===== src/rtl/lcd_bus_writer.sv =====
// HD44780-style bus write generator: one RS/RW/E/DB write cycle per request,
// with programmable setup, E-pulse, hold, nibble-gap and execution-wait timing.
module lcd_bus_writer #(
    parameter int unsigned SETUP_CYC      = 2,
    parameter int unsigned E_HIGH_CYC     = 12,
    parameter int unsigned HOLD_CYC       = 1,
    parameter int unsigned NIBBLE_GAP_CYC = 50,
    parameter int unsigned SHORT_WAIT_CYC = 1850,
    parameter int unsigned LONG_WAIT_CYC  = 76000,
    parameter int unsigned CNT_W          = 17
) (
    input  logic       clk,
    input  logic       rst,
    input  logic       wr_enable,
    input  logic       reg_sel,
    input  logic [7:0] data_in,
    input  logic       mode_4bit,
    input  logic       wait_long,
    output logic       e_out,
    output logic       rs_out,
    output logic       rw_out,
    output logic [7:0] db_out,
    output logic       busy,
    output logic       wr_finish
);

    localparam longint unsigned CNT_LIM = 64'(1) << CNT_W;

    // Every duration must be nonzero and its (duration-1) must fit the counter.
    if (SETUP_CYC < 1 || E_HIGH_CYC < 1 || HOLD_CYC < 1 || NIBBLE_GAP_CYC < 1 ||
        SHORT_WAIT_CYC < 1 || LONG_WAIT_CYC < 1) begin : g_bad_duration
        $error("lcd_bus_writer: all cycle parameters must be >= 1");
    end
    if (64'(SETUP_CYC) > CNT_LIM || 64'(E_HIGH_CYC) > CNT_LIM ||
        64'(HOLD_CYC) > CNT_LIM || 64'(NIBBLE_GAP_CYC) > CNT_LIM ||
        64'(SHORT_WAIT_CYC) > CNT_LIM || 64'(LONG_WAIT_CYC) > CNT_LIM) begin : g_bad_cnt_w
        $error("lcd_bus_writer: CNT_W too narrow for the configured durations");
    end

    localparam logic [CNT_W-1:0] SETUP_LD = CNT_W'(SETUP_CYC - 1);
    localparam logic [CNT_W-1:0] EHIGH_LD = CNT_W'(E_HIGH_CYC - 1);
    localparam logic [CNT_W-1:0] HOLD_LD  = CNT_W'(HOLD_CYC - 1);
    localparam logic [CNT_W-1:0] GAP_LD   = CNT_W'(NIBBLE_GAP_CYC - 1);
    localparam logic [CNT_W-1:0] SHORT_LD = CNT_W'(SHORT_WAIT_CYC - 1);
    localparam logic [CNT_W-1:0] LONG_LD  = CNT_W'(LONG_WAIT_CYC - 1);

    typedef enum logic [2:0] {
        S_IDLE, S_SETUP, S_EHIGH, S_HOLD, S_GAP, S_WAIT, S_DONE
    } state_e;

    state_e           state_q, state_d;
    logic [CNT_W-1:0] cnt_q, cnt_d;
    logic             nib_q, nib_d;
    logic [7:0]       data_q, data_d;
    logic             m4_q, m4_d;
    logic             long_q, long_d;
    logic             rs_q, rs_d;
    logic [7:0]       db_q, db_d;
    logic             e_q, e_d;
    logic             busy_q, busy_d;
    logic             fin_q, fin_d;

    // Byte presented on DB for the given mode and nibble phase (upper nibble first).
    function automatic logic [7:0] bus_byte(input logic [7:0] b, input logic m4,
                                            input logic second);
        if (!m4)
            return b;
        else if (second)
            return {b[3:0], 4'h0};
        else
            return {b[7:4], 4'h0};
    endfunction

    always_comb begin
        state_d = state_q;
        cnt_d   = cnt_q;
        nib_d   = nib_q;
        data_d  = data_q;
        m4_d    = m4_q;
        long_d  = long_q;
        rs_d    = rs_q;
        db_d    = db_q;

        unique case (state_q)
            S_IDLE: begin
                if (wr_enable) begin
                    data_d  = data_in;
                    m4_d    = mode_4bit;
                    long_d  = wait_long;
                    nib_d   = 1'b0;
                    rs_d    = reg_sel;
                    db_d    = bus_byte(data_in, mode_4bit, 1'b0);
                    cnt_d   = SETUP_LD;
                    state_d = S_SETUP;
                end
            end
            S_SETUP: begin
                if (cnt_q != '0) begin
                    cnt_d = cnt_q - CNT_W'(1);
                end else begin
                    cnt_d   = EHIGH_LD;
                    state_d = S_EHIGH;
                end
            end
            S_EHIGH: begin
                if (cnt_q != '0) begin
                    cnt_d = cnt_q - CNT_W'(1);
                end else begin
                    cnt_d   = HOLD_LD;
                    state_d = S_HOLD;
                end
            end
            S_HOLD: begin
                if (cnt_q != '0) begin
                    cnt_d = cnt_q - CNT_W'(1);
                end else if (m4_q && !nib_q) begin
                    cnt_d   = GAP_LD;
                    state_d = S_GAP;
                end else begin
                    cnt_d   = long_q ? LONG_LD : SHORT_LD;
                    state_d = S_WAIT;
                end
            end
            S_GAP: begin
                if (cnt_q != '0) begin
                    cnt_d = cnt_q - CNT_W'(1);
                end else begin
                    nib_d   = 1'b1;
                    db_d    = bus_byte(data_q, m4_q, 1'b1);
                    cnt_d   = SETUP_LD;
                    state_d = S_SETUP;
                end
            end
            S_WAIT: begin
                if (cnt_q != '0) begin
                    cnt_d = cnt_q - CNT_W'(1);
                end else begin
                    cnt_d   = '0;
                    state_d = S_DONE;
                end
            end
            S_DONE: begin
                state_d = S_IDLE;
            end
            default: begin
                cnt_d   = '0;
                state_d = S_IDLE;
            end
        endcase

        // Strobes derive from the next state so the registered pins line up with it.
        e_d    = (state_d == S_EHIGH);
        busy_d = (state_d != S_IDLE);
        fin_d  = (state_d == S_DONE);
    end

    always_ff @(posedge clk or negedge rst) begin
        if (!rst) begin
            state_q <= S_IDLE;
            cnt_q   <= '0;
            nib_q   <= 1'b0;
            data_q  <= '0;
            m4_q    <= 1'b0;
            long_q  <= 1'b0;
            rs_q    <= 1'b0;
            db_q    <= '0;
            e_q     <= 1'b0;
            busy_q  <= 1'b0;
            fin_q   <= 1'b0;
        end else begin
            state_q <= state_d;
            cnt_q   <= cnt_d;
            nib_q   <= nib_d;
            data_q  <= data_d;
            m4_q    <= m4_d;
            long_q  <= long_d;
            rs_q    <= rs_d;
            db_q    <= db_d;
            e_q     <= e_d;
            busy_q  <= busy_d;
            fin_q   <= fin_d;
        end
    end

    assign e_out     = e_q;
    assign rs_out    = rs_q;
    assign rw_out    = 1'b0;
    assign db_out    = db_q;
    assign busy      = busy_q;
    assign wr_finish = fin_q;

endmodule


===== config.mk =====
export PLATFORM = sky130hd
export DESIGN_NAME = lcd_bus_writer
export DESIGN_NICKNAME = d
export VERILOG_FILES = /design/src/rtl/lcd_bus_writer.sv
export SDC_FILE = /design/constraint.sdc
export NUM_CORES = 1
export LEC_CHECK = 0
export CELL_PAD_IN_SITES_DETAIL_PLACEMENT = 2
export CELL_PAD_IN_SITES_GLOBAL_PLACEMENT = 2
export CORE_UTILIZATION = 35
export DETAILED_ROUTE_END_ITERATION = 12
export GPL_TIMING_DRIVEN = 0
export MAX_ROUTING_LAYER = met4
export PLACE_DENSITY = 0.86
export SKIP_CTS_REPAIR_TIMING = 1
export SLEW_MARGIN = 15
export SYNTH_ARGS = -nofsm -noshare
export SYNTH_HDL_FRONTEND = slang
export SYNTH_SLANG_ARGS = --single-unit
export TNS_END_PERCENT = 5

===== constraint.sdc =====
create_clock -name clk -period 3.55 [get_ports clk]
set_clock_uncertainty 0.05 [all_clocks]
set_input_delay 0.71 -clock clk [delete_from_list [all_inputs] [get_ports clk]]
set_output_delay 0.71 -clock clk [all_outputs]
set_load 0.005 [all_outputs]

==> summary.log, run 1 <==
INFO  yosys          synth_sequential_area_ratio=43.50%
INFO  final_layout   area_growth_syn_to_layout=19.42%
INFO  yosys          muxShareOfSynthArea=7.486%
INFO  detailed_routing ant_nets=0
INFO  critical_path  crit_path_start_kind=flip-flop
INFO  sta            setup_slack=0.4090ns
INFO  floorplan      die_width=86.07um
INFO  yosys          synth.most_common_cell=sky130_fd_sc_hd__dfrtp_1
INFO  run            cap_violations=0
INFO  critical_path  master_of_the_slowest_instance_on_the_critical_path=sky130_fd_sc_hd__nor4_4
INFO  power          power-per-cell-area=716.4nW/um^2
INFO  cts            tritoncts_num_sinks=43
INFO  place          globalplace.congestion=0.8763
INFO  cts            max-clock-path-buffers=2
INFO  cts            insertion_delay=0.31ns
INFO  place          port_buffers=25
INFO  place          post-dp-hpwl=6006um
INFO  sta            tightest_slew=0.9037ns
INFO  floorplan      top_level_ports=27
INFO  detailed_routing drt_pass1_iterations=4
INFO  sta            setup_viol_count_final=0
INFO  power          vdd_ir_drop_max=0.2596mV
INFO  sta            worst_slew_margin_relative_to_its_limit=39.20%
INFO  detailed_routing viasPerCell=5.811
INFO  sta            finalHoldViolCount=0
INFO  final_layout   fin_nets=322
INFO  detailed_routing drt_first_iter_violations=128
INFO  detailed_routing route.detailed.drc=0
INFO  yosys          synth_compound_gate_area_share=19.68%
INFO  floorplan      core_area=6794um^2
INFO  grt            first_global_vias=2498
INFO  final_layout   layout.filler_cells=769
INFO  yosys          synth_top_flop_cell=sky130_fd_sc_hd__dfrtp_1
INFO  yosys          number_of_register_bits_inferred_by_synthesis=43
INFO  yosys          synth_area=2474um^2
INFO  yosys          synth.net_count=289
INFO  critical_path  delay_of_the_slowest_cell_on_the_worst_path=0.64ns
INFO  yosys          largest_family_of_logic_cells_by_synthesized_area=simple AND/OR/NAND/NOR gates
INFO  floorplan      std_cell_rows=30
INFO  sta            final.setup.tns=0ns
INFO  grt            wire_length_of_the_first_global_routing_pass=13620um
INFO  yosys          synthCells=273
INFO  sta            time_the_final_worst_path_needs_with_i_o_delays_and_setup=3.141ns
INFO  critical_path  criticalPathCategory=flip-flop to flip-flop
INFO  yosys          synth_largest_area_cell=sky130_fd_sc_hd__dfrtp_1
INFO  yosys          ys_top_cells_by_count=43 x sky130_fd_sc_hd__dfrtp_1, 31 x sky130_fd_sc_hd__o21ai_0, 21 x sky130_fd_sc_hd__nand2_1, 19 x sky130_fd_sc_hd__nor3_1, 15 x sky130_fd_sc_hd__clkbuf_1
INFO  floorplan      start_util=36.41%
INFO  yosys          post-synth-top-area-fraction=43.50%
INFO  cts            numCtsBuffers=5
INFO  critical_path  path_max_fanout=10
INFO  sta            drv_slew=0
INFO  critical_path  cp_data_required_time=3.69ns
INFO  final_layout   num_antenna_cells=0
INFO  final_layout   multi_input_comb_area=1301um^2
INFO  cts            htreeDepth=2
INFO  cts            clkTransAtPathRegs=0.10ns
INFO  final_layout   drive_above_1_share=10.42%
INFO  cts            tritoncts=built
INFO  detailed_routing route.detailed.wl_per_inst=20.37um
INFO  yosys          ys_async_sr_fraction=100.0%
INFO  grt            antenna_found_initial=0
INFO  yosys          synthesis.area_per_instance=9.061um^2
INFO  yosys          synthAdderAreaFrac=1.012%
INFO  sta            fin_crit_sh=88.48%
INFO  critical_path  critical_path.endpoint_type=flip-flop
INFO  detailed_routing wl=8211um
INFO  critical_path  crit_chain=inv_1 > ha_1 > or4b_1 > nor4_4 > clkbuf_1 > nor3_1 > o21ai_0 > o41ai_1
INFO  grt            globalRoute.totalOverflow=0
INFO  yosys          synth_enable_flop_cells=0
INFO  cts            ctsRootBufferMaster=sky130_fd_sc_hd__clkbuf_8
INFO  place          place_ws=0.4405ns
INFO  sta            unrepaired_setup_endpoints_after_global_routing=no
INFO  critical_path  worst_ep_arrival_time=3.29ns
INFO  final_layout   sequential_cell_area=1076um^2
INFO  detailed_routing vias=2342
INFO  grt            combined_global_route_utilization_of_all_metal_layers=24.85%
INFO  yosys          yosys-top-cells-area=sky130_fd_sc_hd__dfrtp_1 44%, sky130_fd_sc_hd__o21ai_0 6.3%, sky130_fd_sc_hd__mux2_2 5.5%
INFO  floorplan      dieHeight=86.07um
INFO  floorplan      design.die.area=7408um^2
INFO  hold_path      worstHoldPathType=input port to asynchronous set/reset pin
INFO  power          total_leakage_power=1.151nW
INFO  yosys          synth_simple_gate_area_share=24.28%
INFO  yosys          netlist-cell-type-count=46
INFO  status         run_status=complete, no violations
INFO  yosys          synth_warnings=0
INFO  sta            fmaxAchievable=318.4MHz
INFO  grt            largest_net_degree_at_the_start_of_global_routing=27
INFO  yosys          yosys.area_share.xor_xnor=0%
-- metal layers --
| layer | vias up | routed length (um) | global-route usage [%] |
|---|---|---|---|
| met1 | 1199 | 3888 | 31.72 |
| met3 | 7 | 260 | 3.465 |
| met5 | - | 0 | - |
| li1 | 1089 | - | - |
| met4 | 0 | 76 | 5.000 |
| met2 | 47 | 3985 | 42.14 |
-- worst paths after layout --
check / start / end / slack [ns] / cells past startpoint
worst max-delay path: cnt_q[0] / cnt_q[14] / 0.41 / 8
worst min-delay path: rst / cnt_q[1] / 0.29 / 1
worst max register to register: cnt_q[0] / cnt_q[14] / 0.41 / 8
worst min register to register: db_out[3] / db_out[3] / 0.46 / 2
max in group asynchronous: rst / wr_finish / 2.65 / 2
min in group clk: db_out[3] / db_out[3] / 0.46 / 2
-- cell families after synthesis --
logic type	count (synthesis)
and+or+nand+nor	107
AOI/OAI and AO/OA	79
DFF	43
buffers and inverters	24
muxes	17
adders and majority gates	2
other	1
-- through the flow --
stage | instances | utilization (%) | hold slack [ns] | power [mW] | area [um^2]
2_1_floorplan | 273 | - | 0.3644 | 1.409 | 2474
3_3_place_gp | 394 | 41.86 | 0.4144 | 1.686 | 2844
3_5_place_dp | 395 | 42.08 | 0.4369 | 1.760 | 2859
4_1_cts | 403 | 43.48 | 0.3014 | 2.128 | 2954
5_1_grt | 403 | 43.48 | 0.3165 | 2.258 | 2954
6_report | 403 | 43.48 | 0.2887 | 2.116 | 2954
-- report_power, final --
group          internal, mW  switching [mW]
combinational         0.399           0.476
clock                 0.145           0.209
sequential            0.686           0.201
total                  1.23           0.886
-- worst max-delay path: cells and delay by family (launching register included) --
kind	cells	cell delay, ns
flip-flops	1	0.43
AND/OR/NAND/NOR	3	1.27
adder cells (fa/ha/maj)	1	0.20
AO/OA/AOI/OAI	2	0.29
buffers and inverters	2	0.76
-- cell type report --
type | instances | area share [%]
Clock inverter | 3 | 0.8895
Sequential cell | 43 | 36.43
Buffer | 18 | 2.499
Multi-Input combinational cell | 206 | 44.05
Tap cell | 96 | 4.066
Timing Repair Buffer | 26 | 8.979
Clock buffer | 5 | 2.330
Inverter | 6 | 0.7624
-- sequential cells by signal, summed over array words and instances, names as in the netlist --
signal	flops
state_q	3
busy	1
m4_q	1
data_q	8
nib_q	1
long_q	1
e_out	1
cnt_q	17
db_out	8
wr_finish	1
rs_out	1
-- layout by cell type, fill, tap and decap left out, types with 3 or more instances in the layout --
cell type / count
sky130_fd_sc_hd__dfrtp_1: 43
sky130_fd_sc_hd__o21ai_0: 31
sky130_fd_sc_hd__clkdlybuf4s50_1: 24
sky130_fd_sc_hd__nand2_1: 21
sky130_fd_sc_hd__nor3_1: 19
sky130_fd_sc_hd__clkbuf_1: 15
sky130_fd_sc_hd__a21oi_1: 13
sky130_fd_sc_hd__nor4_1: 12
sky130_fd_sc_hd__mux2_2: 12
sky130_fd_sc_hd__nor2_1: 10
sky130_fd_sc_hd__or3_1: 9
sky130_fd_sc_hd__inv_1: 6
sky130_fd_sc_hd__or4_1: 6
sky130_fd_sc_hd__o211ai_1: 6
sky130_fd_sc_hd__a22oi_1: 6
sky130_fd_sc_hd__nand2b_1: 5
sky130_fd_sc_hd__mux2i_1: 5
sky130_fd_sc_hd__or2_2: 5
sky130_fd_sc_hd__nand3_1: 5
sky130_fd_sc_hd__clkbuf_8: 5
sky130_fd_sc_hd__a211oi_1: 4
sky130_fd_sc_hd__buf_2: 3
sky130_fd_sc_hd__nand4_1: 3
sky130_fd_sc_hd__nand3b_1: 3
Note: power is estimated with default switching activity, not from simulation.
==> run 2, diff against run 1 <==
--- a/config.mk
+++ b/config.mk
@@ -5,13 +5,16 @@
 export SDC_FILE = /design/constraint.sdc
 export NUM_CORES = 1
 export LEC_CHECK = 0
+export ABC_CLOCK_PERIOD_IN_PS = 3550
 export CELL_PAD_IN_SITES_DETAIL_PLACEMENT = 2
 export CELL_PAD_IN_SITES_GLOBAL_PLACEMENT = 2
 export CORE_UTILIZATION = 35
+export CTS_BUF_LIST = sky130_fd_sc_hd__clkbuf_16
 export DETAILED_ROUTE_END_ITERATION = 12
 export GPL_TIMING_DRIVEN = 0
 export MAX_ROUTING_LAYER = met4
 export PLACE_DENSITY = 0.86
+export RECOVER_POWER = 25
 export SKIP_CTS_REPAIR_TIMING = 1
 export SLEW_MARGIN = 15
 export SYNTH_ARGS = -nofsm -noshare
==> summary.log, run 2 (synthesis gave the netlist of run 1 again) <==
INFO  detailed_routing wl=8445um [+2.8%]
INFO  place          globalplace.congestion=0.8763 [unchanged]
INFO  grt            largest_net_degree_at_the_start_of_global_routing=27 [unchanged]
INFO  final_layout   fin_nets=322 [unchanged]
INFO  final_layout   drive_above_1_share=9.772% [-0.65 points]
INFO  sta            final.setup.tns=0ns [unchanged]
INFO  final_layout   area_growth_syn_to_layout=20.99%
INFO  place          port_buffers=25 [unchanged]
INFO  floorplan      dieHeight=86.07um [unchanged]
INFO  power          power-per-cell-area=750.3nW/um^2 [+4.7%]
INFO  final_layout   num_antenna_cells=0 [unchanged]
INFO  cts            htreeDepth=2 [unchanged]
INFO  detailed_routing vias=2401 [+2.5%]
INFO  grt            globalRoute.totalOverflow=0 [unchanged]
INFO  sta            drv_slew=0 [unchanged]
INFO  final_layout   largest_register_ff_count=17 [unchanged]
INFO  power          total_leakage_power=1.165nW [+1.3%]
INFO  sta            finalHoldViolCount=0 [unchanged]
INFO  sta            setup_viol_count_final=0 [unchanged]
INFO  hold_path      min_from=db_out[7]
INFO  final_layout   top_register=cnt_q
INFO  critical_path  cp_data_required_time=3.67ns [-0.02 ns]
INFO  critical_path  master_of_the_slowest_instance_on_the_critical_path=sky130_fd_sc_hd__nor4_4
INFO  critical_path  r2r_setup_slack=0.43ns [+0.02 ns]
INFO  cts            clkTransAtPathRegs=0.07ns [-0.03 ns]
INFO  critical_path  crit_chain=inv_1 > ha_1 > or4b_1 > nor4_4 > clkbuf_1 > nor3_1 > o21ai_0 > o41ai_1
INFO  floorplan      top_level_ports=27 [unchanged]
INFO  final_layout   layout.cell_area.non_filler=2993um^2 [+1.3%]
INFO  cts            insertion_delay=0.29ns [-0.02 ns]
INFO  hold_path      worstHoldPathType=flip-flop to flip-flop
INFO  hold_path      holdPathEnd=db_out[7]
INFO  critical_path  timing.reg2reg.worst_path_depth=8 [unchanged]
INFO  sta            fin_crit_sh=87.94% [-0.54 points]
INFO  detailed_routing ant_nets=0 [unchanged]
INFO  sta            tightest_slew=1.486ns [+0.5826 ns]
INFO  run            cap_violations=0 [unchanged]
INFO  grt            wire_length_of_the_first_global_routing_pass=13970um [+2.6%]
INFO  floorplan      core_area=6794um^2 [unchanged]
INFO  critical_path  crit_buf_inv=2 [unchanged]
INFO  detailed_routing drt_first_iter_violations=63 [-51%]
INFO  detailed_routing viasPerCell=5.958 [+2.5%]
INFO  cts            tritoncts=built
INFO  final_layout   final_common_cell=sky130_fd_sc_hd__dfrtp_1
INFO  grt            combined_global_route_utilization_of_all_metal_layers=25.56% [+0.71 points]
INFO  floorplan      start_util=36.41% [unchanged]
INFO  grt            first_global_vias=2530 [+1.3%]
INFO  cts            max-clock-path-buffers=2 [unchanged]
INFO  place          post-dp-hpwl=6006um [unchanged]
INFO  detailed_routing route.detailed.wl_per_inst=20.96um [+2.8%]
INFO  floorplan      std_cell_rows=30 [unchanged]
INFO  grt            antenna_found_initial=0 [unchanged]
INFO  critical_path  r2r_start=cnt_q[0]
INFO  sta            time_the_final_worst_path_needs_with_i_o_delays_and_setup=3.122ns [-0.01906 ns]
INFO  floorplan      die_width=86.07um [unchanged]
INFO  critical_path  cpLargestDelayFamily=simple AND/OR/NAND/NOR gates
INFO  critical_path  worst_ep_arrival_time=3.24ns [-0.05 ns]
INFO  critical_path  r2r_end=cnt_q[14]
INFO  place          detailed_place.area=2859um^2 [unchanged]
INFO  critical_path  critical_path.endpoint_type=flip-flop
INFO  hold_path      timing.hold.worst_path_depth=2
INFO  status         run_status=complete, no violations
INFO  critical_path  path_max_fanout=10 [unchanged]
INFO  sta            worst_slew_margin_relative_to_its_limit=0.9132% [-38 points]
INFO  sta            unrepaired_setup_endpoints_after_global_routing=no
INFO  cts            ctsRootBufferMaster=sky130_fd_sc_hd__clkbuf_16
INFO  cts            numCtsBuffers=5 [unchanged]
INFO  sta            fmaxAchievable=320.3MHz [+0.61%]
INFO  cts            tritoncts_num_sinks=43 [unchanged]
INFO  detailed_routing drt_pass1_iterations=4 [unchanged]
INFO  detailed_routing route.detailed.drc=0 [unchanged]
INFO  critical_path  criticalPathCategory=flip-flop to flip-flop
INFO  critical_path  crit_path_start_kind=flip-flop
INFO  power          vdd_ir_drop_max=0.3161mV [+22%]
INFO  critical_path  delay_of_the_slowest_cell_on_the_worst_path=0.65ns [about the same]
INFO  floorplan      design.die.area=7408um^2 [unchanged]
INFO  final_layout   layout_common_cells=43 x sky130_fd_sc_hd__dfrtp_1, 31 x sky130_fd_sc_hd__o21ai_0, 24 x sky130_fd_sc_hd__clkdlybuf4s50_1
run 2: cell count changes in the layout (fill, tap and decap cells not counted):
cell / previous run / this run
sky130_fd_sc_hd__clkbuf_1: 15 / 17
sky130_fd_sc_hd__clkbuf_8: 5 / 0
sky130_fd_sc_hd__clkbuf_16: 0 / 5
sky130_fd_sc_hd__buf_12: 1 / 0
sky130_fd_sc_hd__buf_2: 3 / 2
run 2: metal layers:
metal / up-vias / wire [um] / GRT usage (%)
met5: - / 0 / -
met2: 43 / 4198 / 43.07
met4: 0 / 131 / 6.515
met3: 10 / 221 / 3.657
li1: 1093 / - / -
met1: 1255 / 3894 / 32.24
run 2: cell type report:
type                       count  area [um^2]
buffer                        18        73.82
clock buffer                   5        125.1
clock inverter                 3        26.28
fill                         757         3801
inverter                       6        22.52
multi-input combinational    206         1301
sequential                    43         1076
tap                           96        120.1
timing repair buffer          26        247.7
run 2: worst max path at each step:
stage / slack, ns / to / from / cells after the start
after floorplan: 1.07 / cnt_q[10] / cnt_q[0] / 7
after global placement: 0.41 / data_q[4] / rst / 1
after detailed placement: 0.44 / db_out[2] / cnt_q[0] / 8
after CTS: 0.43 / db_out[6] / cnt_q[0] / 8
after global routing: 0.21 / cnt_q[12] / cnt_q[0] / 8
final: 0.43 / cnt_q[14] / cnt_q[0] / 8
run 2: tightest hold or removal path, cell delays in order, from the launching register on:
cell and delay (ns):
sky130_fd_sc_hd__dfrtp_1 0.35, sky130_fd_sc_hd__nand2_1 0.05, sky130_fd_sc_hd__o21ai_0 0.07
run 2: metrics by stage:
stage	power (mW)	hold slack, ns	util [%]	cells	worst slack, ns
finish	2.246	0.4508	44.05	403	0.4281
floorplan	1.409	0.3644	-	273	1.073
global placement	1.686	0.4144	41.86	394	0.4128
global route	2.397	0.4739	44.05	403	0.2078
CTS	2.270	0.3337	44.31	403	0.4291
detailed placement	1.760	0.4369	42.08	395	0.4405
run 2: where the power goes:
| part | switching [mW] | leakage, nW | internal (mW) |
|---|---|---|---|
| clock | 0.214 | 0.0748 | 0.267 |
| combinational | 0.479 | 0.555 | 0.397 |
| sequential | 0.201 | 0.536 | 0.687 |
| total | 0.894 | 1.17 | 1.35 |
==> run 3, diff against run 2 <==
--- a/config.mk
+++ b/config.mk
@@ -6,6 +6,7 @@
 export NUM_CORES = 1
 export LEC_CHECK = 0
 export ABC_CLOCK_PERIOD_IN_PS = 3550
+export CAP_MARGIN = 20
 export CELL_PAD_IN_SITES_DETAIL_PLACEMENT = 2
 export CELL_PAD_IN_SITES_GLOBAL_PLACEMENT = 2
 export CORE_UTILIZATION = 35
==> results of run 3 <==
No change in the layout: final DEF, timing and power equal those of run 2.
